--- src/rtl/stack_word_ctrl_pkg.sv ---
// Shared types for the word-wide stack controller: request opcodes, FSM states and widths.
package stack_word_ctrl_pkg;

    localparam int WORD_W = 16;
    localparam int BYTE_W = 8;

    typedef enum logic [1:0] {
        OP_PUSH = 2'b00,
        OP_POP  = 2'b01,
        OP_CALL = 2'b10,
        OP_RET  = 2'b11
    } op_e;

    typedef enum logic [2:0] {
        S_IDLE,
        S_PUSH_HI,
        S_PUSH_LO,
        S_POP_LO,
        S_POP_HI,
        S_POP_CAP,
        S_DONE
    } state_e;

    // POP and RET both read a word back from the stack.
    function automatic logic isPopOp(input op_e op);
        return (op == OP_POP) || (op == OP_RET);
    endfunction

endpackage

--- src/rtl/stack_word_ctrl_if.sv ---
// Request/response, IP-load and byte-stack signals of the word stack controller.
// master = execute unit plus stack side, slave = the controller itself.
interface stack_word_ctrl_if #(parameter int DEPTH = 256);
    import stack_word_ctrl_pkg::*;

    localparam int OCC_W = $clog2(DEPTH) + 1;

    logic              req_valid;
    logic              req_ready;
    logic [1:0]        req_op;
    logic [WORD_W-1:0] req_data;
    logic [WORD_W-1:0] cur_ip;
    logic              rsp_valid;
    logic [WORD_W-1:0] rsp_data;
    logic              rsp_err;
    logic              ip_load;
    logic [WORD_W-1:0] ip_out;
    logic              stk_push;
    logic              stk_pop;
    logic [BYTE_W-1:0] stk_in;
    logic [BYTE_W-1:0] stk_out;
    logic [OCC_W-1:0]  occupancy;

    modport master (
        output req_valid, req_op, req_data, cur_ip, stk_out,
        input  req_ready, rsp_valid, rsp_data, rsp_err, ip_load, ip_out,
               stk_push, stk_pop, stk_in, occupancy
    );

    modport slave (
        input  req_valid, req_op, req_data, cur_ip, stk_out,
        output req_ready, rsp_valid, rsp_data, rsp_err, ip_load, ip_out,
               stk_push, stk_pop, stk_in, occupancy
    );

endinterface

--- src/rtl/stack_word_ctrl.sv ---
// Splits 16-bit PUSH/POP/CALL/RET requests into ordered byte strobes for the byte stack.
// Define STACK_WORD_CTRL_BOUNDS_CHECK_EN to reject overflowing pushes and underflowing pops.
module stack_word_ctrl
    import stack_word_ctrl_pkg::*;
#(
    parameter int DEPTH = 256
) (
    input logic             clk,
    input logic             rst,
    stack_word_ctrl_if.slave bus
);

    localparam int OCC_W = $clog2(DEPTH) + 1;

    state_e            r_state;
    state_e            w_next;
    op_e               r_op;
    logic [WORD_W-1:0] r_word;
    logic [WORD_W-1:0] r_target;
    logic [OCC_W-1:0]  r_occ;

    logic              w_accept;
    logic              w_reject;
    logic              w_err;
    logic              w_push;
    logic              w_pop;
    logic [BYTE_W-1:0] w_stkIn;
    logic              w_rspValid;
    logic [WORD_W-1:0] w_rspData;
    logic              w_ipLoad;
    logic [WORD_W-1:0] w_ipOut;

    assign w_accept = bus.req_valid && (r_state == S_IDLE);

`ifdef STACK_WORD_CTRL_BOUNDS_CHECK_EN
    localparam logic [OCC_W-1:0] OCC_HI  = OCC_W'(DEPTH - 2);
    localparam logic [OCC_W-1:0] OCC_MIN = OCC_W'(2);

    logic r_err;

    assign w_reject = isPopOp(op_e'(bus.req_op)) ? (r_occ < OCC_MIN) : (r_occ > OCC_HI);
    assign w_err    = r_err;

    always_ff @(posedge clk or posedge rst) begin
        if (rst) begin
            r_err <= 1'b0;
        end else if (w_accept) begin
            r_err <= w_reject;
        end
    end
`else
    assign w_reject = 1'b0;
    assign w_err    = 1'b0;
`endif

    always_ff @(posedge clk or posedge rst) begin
        if (rst) begin
            r_state <= S_IDLE;
        end else begin
            r_state <= w_next;
        end
    end

    // A rejected request skips the stack states entirely, so no strobe can fire for it.
    always_comb begin
        w_next = r_state;
        case (r_state)
            S_IDLE: begin
                if (w_accept) begin
                    if (w_reject)
                        w_next = S_DONE;
                    else if (isPopOp(op_e'(bus.req_op)))
                        w_next = S_POP_LO;
                    else
                        w_next = S_PUSH_HI;
                end
            end
            S_PUSH_HI: w_next = S_PUSH_LO;
            S_PUSH_LO: w_next = S_DONE;
            S_POP_LO:  w_next = S_POP_HI;
            S_POP_HI:  w_next = S_POP_CAP;
            S_POP_CAP: w_next = S_DONE;
            S_DONE:    w_next = S_IDLE;
            default:   w_next = S_IDLE;
        endcase
    end

    always_comb begin
        w_push     = 1'b0;
        w_pop      = 1'b0;
        w_stkIn    = '0;
        w_rspValid = 1'b0;
        w_rspData  = '0;
        w_ipLoad   = 1'b0;
        w_ipOut    = '0;
        case (r_state)
            S_PUSH_HI: begin
                w_push  = 1'b1;
                w_stkIn = r_word[15:8];
            end
            S_PUSH_LO: begin
                w_push  = 1'b1;
                w_stkIn = r_word[7:0];
            end
            S_POP_LO, S_POP_HI: w_pop = 1'b1;
            S_DONE: begin
                w_rspValid = 1'b1;
                if (!w_err) begin
                    case (r_op)
                        OP_POP: w_rspData = r_word;
                        OP_RET: begin
                            w_rspData = r_word;
                            w_ipLoad  = 1'b1;
                            w_ipOut   = r_word;
                        end
                        OP_CALL: begin
                            w_ipLoad = 1'b1;
                            w_ipOut  = r_target;
                        end
                        default: w_rspData = '0;
                    endcase
                end
            end
            default: w_push = 1'b0;
        endcase
    end

    // CALL pushes the return address, so the holding register takes cur_ip instead of req_data.
    // Popped bytes arrive low byte first, one cycle after each pop strobe.
    always_ff @(posedge clk or posedge rst) begin
        if (rst) begin
            r_op     <= OP_PUSH;
            r_word   <= '0;
            r_target <= '0;
            r_occ    <= '0;
        end else begin
            if (w_accept) begin
                r_op     <= op_e'(bus.req_op);
                r_target <= bus.req_data;
                r_word   <= (op_e'(bus.req_op) == OP_CALL) ? bus.cur_ip : bus.req_data;
            end else if (r_state == S_POP_HI) begin
                r_word[7:0] <= bus.stk_out;
            end else if (r_state == S_POP_CAP) begin
                r_word[15:8] <= bus.stk_out;
            end
            if (w_push)
                r_occ <= r_occ + 1'b1;
            else if (w_pop)
                r_occ <= r_occ - 1'b1;
        end
    end

    assign bus.req_ready = (r_state == S_IDLE);
    assign bus.rsp_valid = w_rspValid;
    assign bus.rsp_data  = w_rspData;
    assign bus.rsp_err   = w_rspValid && w_err;
    assign bus.ip_load   = w_ipLoad;
    assign bus.ip_out    = w_ipOut;
    assign bus.stk_push  = w_push;
    assign bus.stk_pop   = w_pop;
    assign bus.stk_in    = w_stkIn;
    assign bus.occupancy = r_occ;

endmodule

--- src/flat_wrapper.sv ---
// flat-port wrapper written by rule: the top's interface ports become plain ports
module stack_word_ctrl_flat import stack_word_ctrl_pkg::*;
#(
    parameter int DEPTH = 256
)
  (clk, rst, bus_req_valid, bus_req_op, bus_req_data, bus_cur_ip, bus_stk_out, bus_req_ready, bus_rsp_valid, bus_rsp_data, bus_rsp_err, bus_ip_load, bus_ip_out, bus_stk_push, bus_stk_pop, bus_stk_in, bus_occupancy);
  stack_word_ctrl_if #(.DEPTH(DEPTH)) bus_i ();
  input logic clk;
  input logic rst;
  input wire logic [$bits(bus_i.req_valid)-1:0] bus_req_valid;
  input wire logic [$bits(bus_i.req_op)-1:0] bus_req_op;
  input wire logic [$bits(bus_i.req_data)-1:0] bus_req_data;
  input wire logic [$bits(bus_i.cur_ip)-1:0] bus_cur_ip;
  input wire logic [$bits(bus_i.stk_out)-1:0] bus_stk_out;
  output wire logic [$bits(bus_i.req_ready)-1:0] bus_req_ready;
  output wire logic [$bits(bus_i.rsp_valid)-1:0] bus_rsp_valid;
  output wire logic [$bits(bus_i.rsp_data)-1:0] bus_rsp_data;
  output wire logic [$bits(bus_i.rsp_err)-1:0] bus_rsp_err;
  output wire logic [$bits(bus_i.ip_load)-1:0] bus_ip_load;
  output wire logic [$bits(bus_i.ip_out)-1:0] bus_ip_out;
  output wire logic [$bits(bus_i.stk_push)-1:0] bus_stk_push;
  output wire logic [$bits(bus_i.stk_pop)-1:0] bus_stk_pop;
  output wire logic [$bits(bus_i.stk_in)-1:0] bus_stk_in;
  output wire logic [$bits(bus_i.occupancy)-1:0] bus_occupancy;
  assign bus_i.req_valid = bus_req_valid;
  assign bus_i.req_op = bus_req_op;
  assign bus_i.req_data = bus_req_data;
  assign bus_i.cur_ip = bus_cur_ip;
  assign bus_i.stk_out = bus_stk_out;
  assign bus_req_ready = bus_i.req_ready;
  assign bus_rsp_valid = bus_i.rsp_valid;
  assign bus_rsp_data = bus_i.rsp_data;
  assign bus_rsp_err = bus_i.rsp_err;
  assign bus_ip_load = bus_i.ip_load;
  assign bus_ip_out = bus_i.ip_out;
  assign bus_stk_push = bus_i.stk_push;
  assign bus_stk_pop = bus_i.stk_pop;
  assign bus_stk_in = bus_i.stk_in;
  assign bus_occupancy = bus_i.occupancy;
  stack_word_ctrl #(.DEPTH(DEPTH)) u_core (.clk(clk), .rst(rst), .bus(bus_i));
endmodule
--- config.mk ---
export PLATFORM = sky130hd
export DESIGN_NAME = stack_word_ctrl_flat
export DESIGN_NICKNAME = d
export VERILOG_FILES = /design/src/rtl/stack_word_ctrl_pkg.sv /design/src/rtl/stack_word_ctrl_if.sv /design/src/rtl/stack_word_ctrl.sv /design/src/flat_wrapper.sv
export SDC_FILE = /design/constraint.sdc
export NUM_CORES = 1
export LEC_CHECK = 0
export BUFFER_PORTS_ARGS = -buffer_cell sky130_fd_sc_hd__buf_2
export CAP_MARGIN = 20
export CELL_PAD_IN_SITES_DETAIL_PLACEMENT = 0
export CELL_PAD_IN_SITES_GLOBAL_PLACEMENT = 1
export CORE_MARGIN = 1
export CORE_UTILIZATION = 33
export DETAILED_ROUTE_END_ITERATION = 8
export PLACE_DENSITY = 0.79
export SYNTH_ARGS = -nofsm -noshare
export SYNTH_HDL_FRONTEND = slang
export SYNTH_SLANG_ARGS = --single-unit
--- constraint.sdc ---
create_clock -name clk -period 2 [get_ports clk]
set_input_delay 0.2 -clock clk [delete_from_list [all_inputs] [get_ports clk]]
set_output_delay 0.2 -clock clk [all_outputs]
set_load 0.01 [all_outputs]
==> impl_metrics.csv <==
group,metric,value,unit
worst_setup_path,r2r-end,"u_core.bus.occupancy[4]",
clocking,cts.htree.levels,2,
yosys,seq_area_frac_synth,40.7,%
clocking,cts_tree,"built",
yosys,async_flop_share,100,%
place,numPortBuffers,98,
sta,fmax,537,MHz
finish,syn2layout_area_growth,29.6,%
worst_setup_path,worstSetupPathType,"reg2out",
run_status,status,"complete, no violations",
yosys,syn_area,2830,sq um
route,drt_iter0_drc,97,
run,maxCapViolCount,0,
floorplan,die-area,8930,sq um
grt,grt_max_degree,47,
finish,final_util,44.3,%
route,antenna_left,0,
worst_setup_path,slowest_delay,0.44,ns
clocking,clock-root-buffer,"clkbuf_8",
clocking,path_clk_slew,0.10,ns
worst_setup_path,end_kind,"output pin",
sta,post-route-min-period,1.86,ns
yosys,syn-num-nets,342,
worst_setup_path,slowest_stage,"dfrtp_2",
place,routabilityCongestion,0.851,
worst_setup_path,cp_cell_sequence,"nor2b_4 > buf_6 > and3_2 > and2_1 > buf_2",
yosys,synth_cells,296,
yosys,synth_largest_area_cell,"dfrtp_1",
finish,nFillCells,828,
grt,grt_pass1_wl,13200,microns
yosys,syn_avg_cell_area,9.54,sq um
worst_setup_path,crit_cells,5,
route,avgViaCountPerCell,5.17,
yosys,synth_cell_types,40,
worst_setup_path,arrival,1.66,ns
route,routedWlPerCell,16.7,microns
sta,slew_headroom,61.8,%
route,wirelength,8360,microns
worst_setup_path,startpoint,"u_core.r_state[0]",
clocking,clockBufferDepth,2,
pwr,ir_drop,0.540,mV
grt,grt_pass1_vias,2625,
finish,antenna_cells,0,
route,vias,2590,
place,hpwl,5940,microns
clocking,clock-sinks,46,
pwr,power.density,1580,nW/um^2
finish,nNetsFinal,441,
sta,period_share,93.1,%
pwr,leakage,0.00189,uW
worst_setup_path,path_buf_inv,2,
yosys,synth-seq-cells,46,
worst_hold_path,hp-class,"in2reg",
route,firstDrtPassIters,4,
floorplan,core,8260,sq um
sta,slew_violations,0,
yosys,yosysWarnings,0,
floorplan,rows,33,
floorplan,die_h,94.5,microns
place,postPlaceCellArea,3460,sq um
worst_setup_path,crit_fanout,16,
finish,design_area,3660,sq um
yosys,synth_top_area_share,40.7,%
grt,grt_overflow,0,
worst_setup_path,r2r_setup_slack,0.14,ns
sta,final_hold_viol_count,0,
floorplan,io_pins,100,
worst_setup_path,crit_family,"simple AND/OR/NAND/NOR gates",
floorplan,start_util,34.2,%
worst_setup_path,worstPathRequired,1.80,ns
sta,tightest_slew,0.574,ns
worst_setup_path,worstRegToRegCells,7,
grt,grtUsageTotal,19.5,%
floorplan,die_w,94.5,microns
clocking,insertion_delay,0.30,ns
worst_setup_path,worstSetupEndpoint,"bus_rsp_data[5]",
yosys,synth_edf_count,0,
yosys,yosys-top-cells-area,"dfrtp_1, mux2_2, mux2i_1",
clocking,cts_made_buffers,5,
sta,setup_violations,0,
route,drc,0,
sta,fin_skew,0.0104,ns
worst_setup_path,worst_setup_path_start_kind,"flip-flop",
finish,drive_above_1_share,40.7,%
worst_setup_path,timing.rr.start,"u_core.r_state[0]",
grt,antenna_found_initial,0,
yosys,synth_flop_cell,"dfrtp_1",
-- synthesized netlist by cell type, drive strengths merged, types with 3 or more instances --
cell and number:
dfrtp 46, nand2 41, nor2 40, buf 19
mux2 19, and2 17, a21o 16, a311oi 16
mux2i 16, a22oi 9, clkbuf 8, xor2 8
nor2b 4, inv 3, nand4 3, nor3 3
or2 3, xnor2 3
-- kinds of logic after synthesis --
group	share of synthesized area [%]
other	0.133
and+or+nand+nor	20.4
muxes	13.2
AOI/OAI and AO/OA	15.3
adders and majority gates	0.443
buffers and inverters	6.33
DFF	40.7
xor gates and xnor gates	3.41
-- cells in the final DEF (no fill, tap or decap), types with 2 or more instances in the layout --
master	netlist	final
buf_2	8	98
or2_1	2	2
a21o_1	16	16
nand2_1	41	41
nor2_1	39	39
xnor2_1	3	2
xor2_1	8	8
nor3_1	3	3
dfrtp_1	46	45
a221oi_2	1	2
o21ai_1	2	2
mux2i_1	16	16
clkbuf_8	0	6
inv_1	3	2
a22oi_1	9	9
bufinv_16	0	2
nor2b_1	2	2
a21oi_1	2	2
nand4_1	3	3
buf_12	0	3
mux2_2	19	19
o32ai_1	2	2
a311oi_1	16	16
buf_4	7	16
a22o_1	2	2
and2_1	17	16
nor2b_4	2	2
-- routing by layer --
layer | track usage (%) | wire [microns]
met1 | 22.8 | 3460
met2 | 36.1 | 4260
met3 | 4.67 | 565
met4 | 4.17 | 71
met5 | 0 | 0
-- cell type report --
cell class / count / area [sq um] / area share (%)
Timing Repair Buffer: 119 / 692 / 18.9
Clock buffer: 6 / 82.6 / 2.26
Sequential cell: 46 / 1150 / 31.5
Multi-Input combinational cell: 220 / 1530 / 41.8
Inverter: 3 / 11.3 / 0.308
Clock inverter: 2 / 60.1 / 1.64
Tap cell: 105 / 131 / 3.59
-- worst register-to-register path, cell delays in order (launching register included) --
cell     delay (ns)
dfrtp_2        0.44
nor2b_4        0.14
o21ba_2        0.24
xnor2_2        0.15
ha_4           0.20
a31o_1         0.21
a22o_1         0.23
xor2_1         0.14
-- report_power, final --
part	leakage (uW)	total, uW	internal [uW]	switching, uW
combinational	0.00127	3000	1490	1500
clock	0.0000714	868	533	335
sequential	0.000554	1920	1410	503
-- per-stage QoR --
| stage | instances | TNS [ns] | total power [uW] | hold WS, ns | setup WS, ns |
|---|---|---|---|---|---|
| 2_1_floorplan | 296 | 0 | 4000 | 0.352 | 0.00547 |
| 3_3_place_gp | 488 | 0 | 4740 | 0.259 | 0.174 |
| 3_5_place_dp | 488 | 0 | 4820 | 0.261 | 0.132 |
| 4_1_cts | 498 | 0 | 5720 | 0.132 | 0.00952 |
| 5_1_grt | 501 | -0.00331 | 6230 | 0.130 | -0.00331 |
| 6_report | 501 | 0 | 5780 | 0.137 | 0.138 |
-- flip-flops by register name, summed over array words and instances (netlist names) --
name and count:
u_core.bus.occupancy 9, u_core.r_op 2, u_core.r_state 3, u_core.r_target 16, u_core.r_word 16
-- how the worst min path moves through the flow --
stage,startpoint,end,slack (ns),cells past startpoint
floorplan,bus_req_op[0],u_core.r_op[0],0.35,1
global placement,rst,u_core.bus.occupancy[1],0.26,3
detailed placement,rst,u_core.bus.occupancy[2],0.26,3
CTS,bus_req_data[12],u_core.r_target[12],0.13,2
global route,bus_req_data[10],u_core.r_target[10],0.13,2
finish,bus_req_data[10],u_core.r_target[10],0.14,2
-- what timing repair did --
action,in CTS,in global routing
endpoints found under the hold margin,46,0
buffers inserted,1,2
gates resized for setup,1,4
hold buffers,1,0
endpoints found under the setup margin,32,33
(Power assumes the default switching activity.)
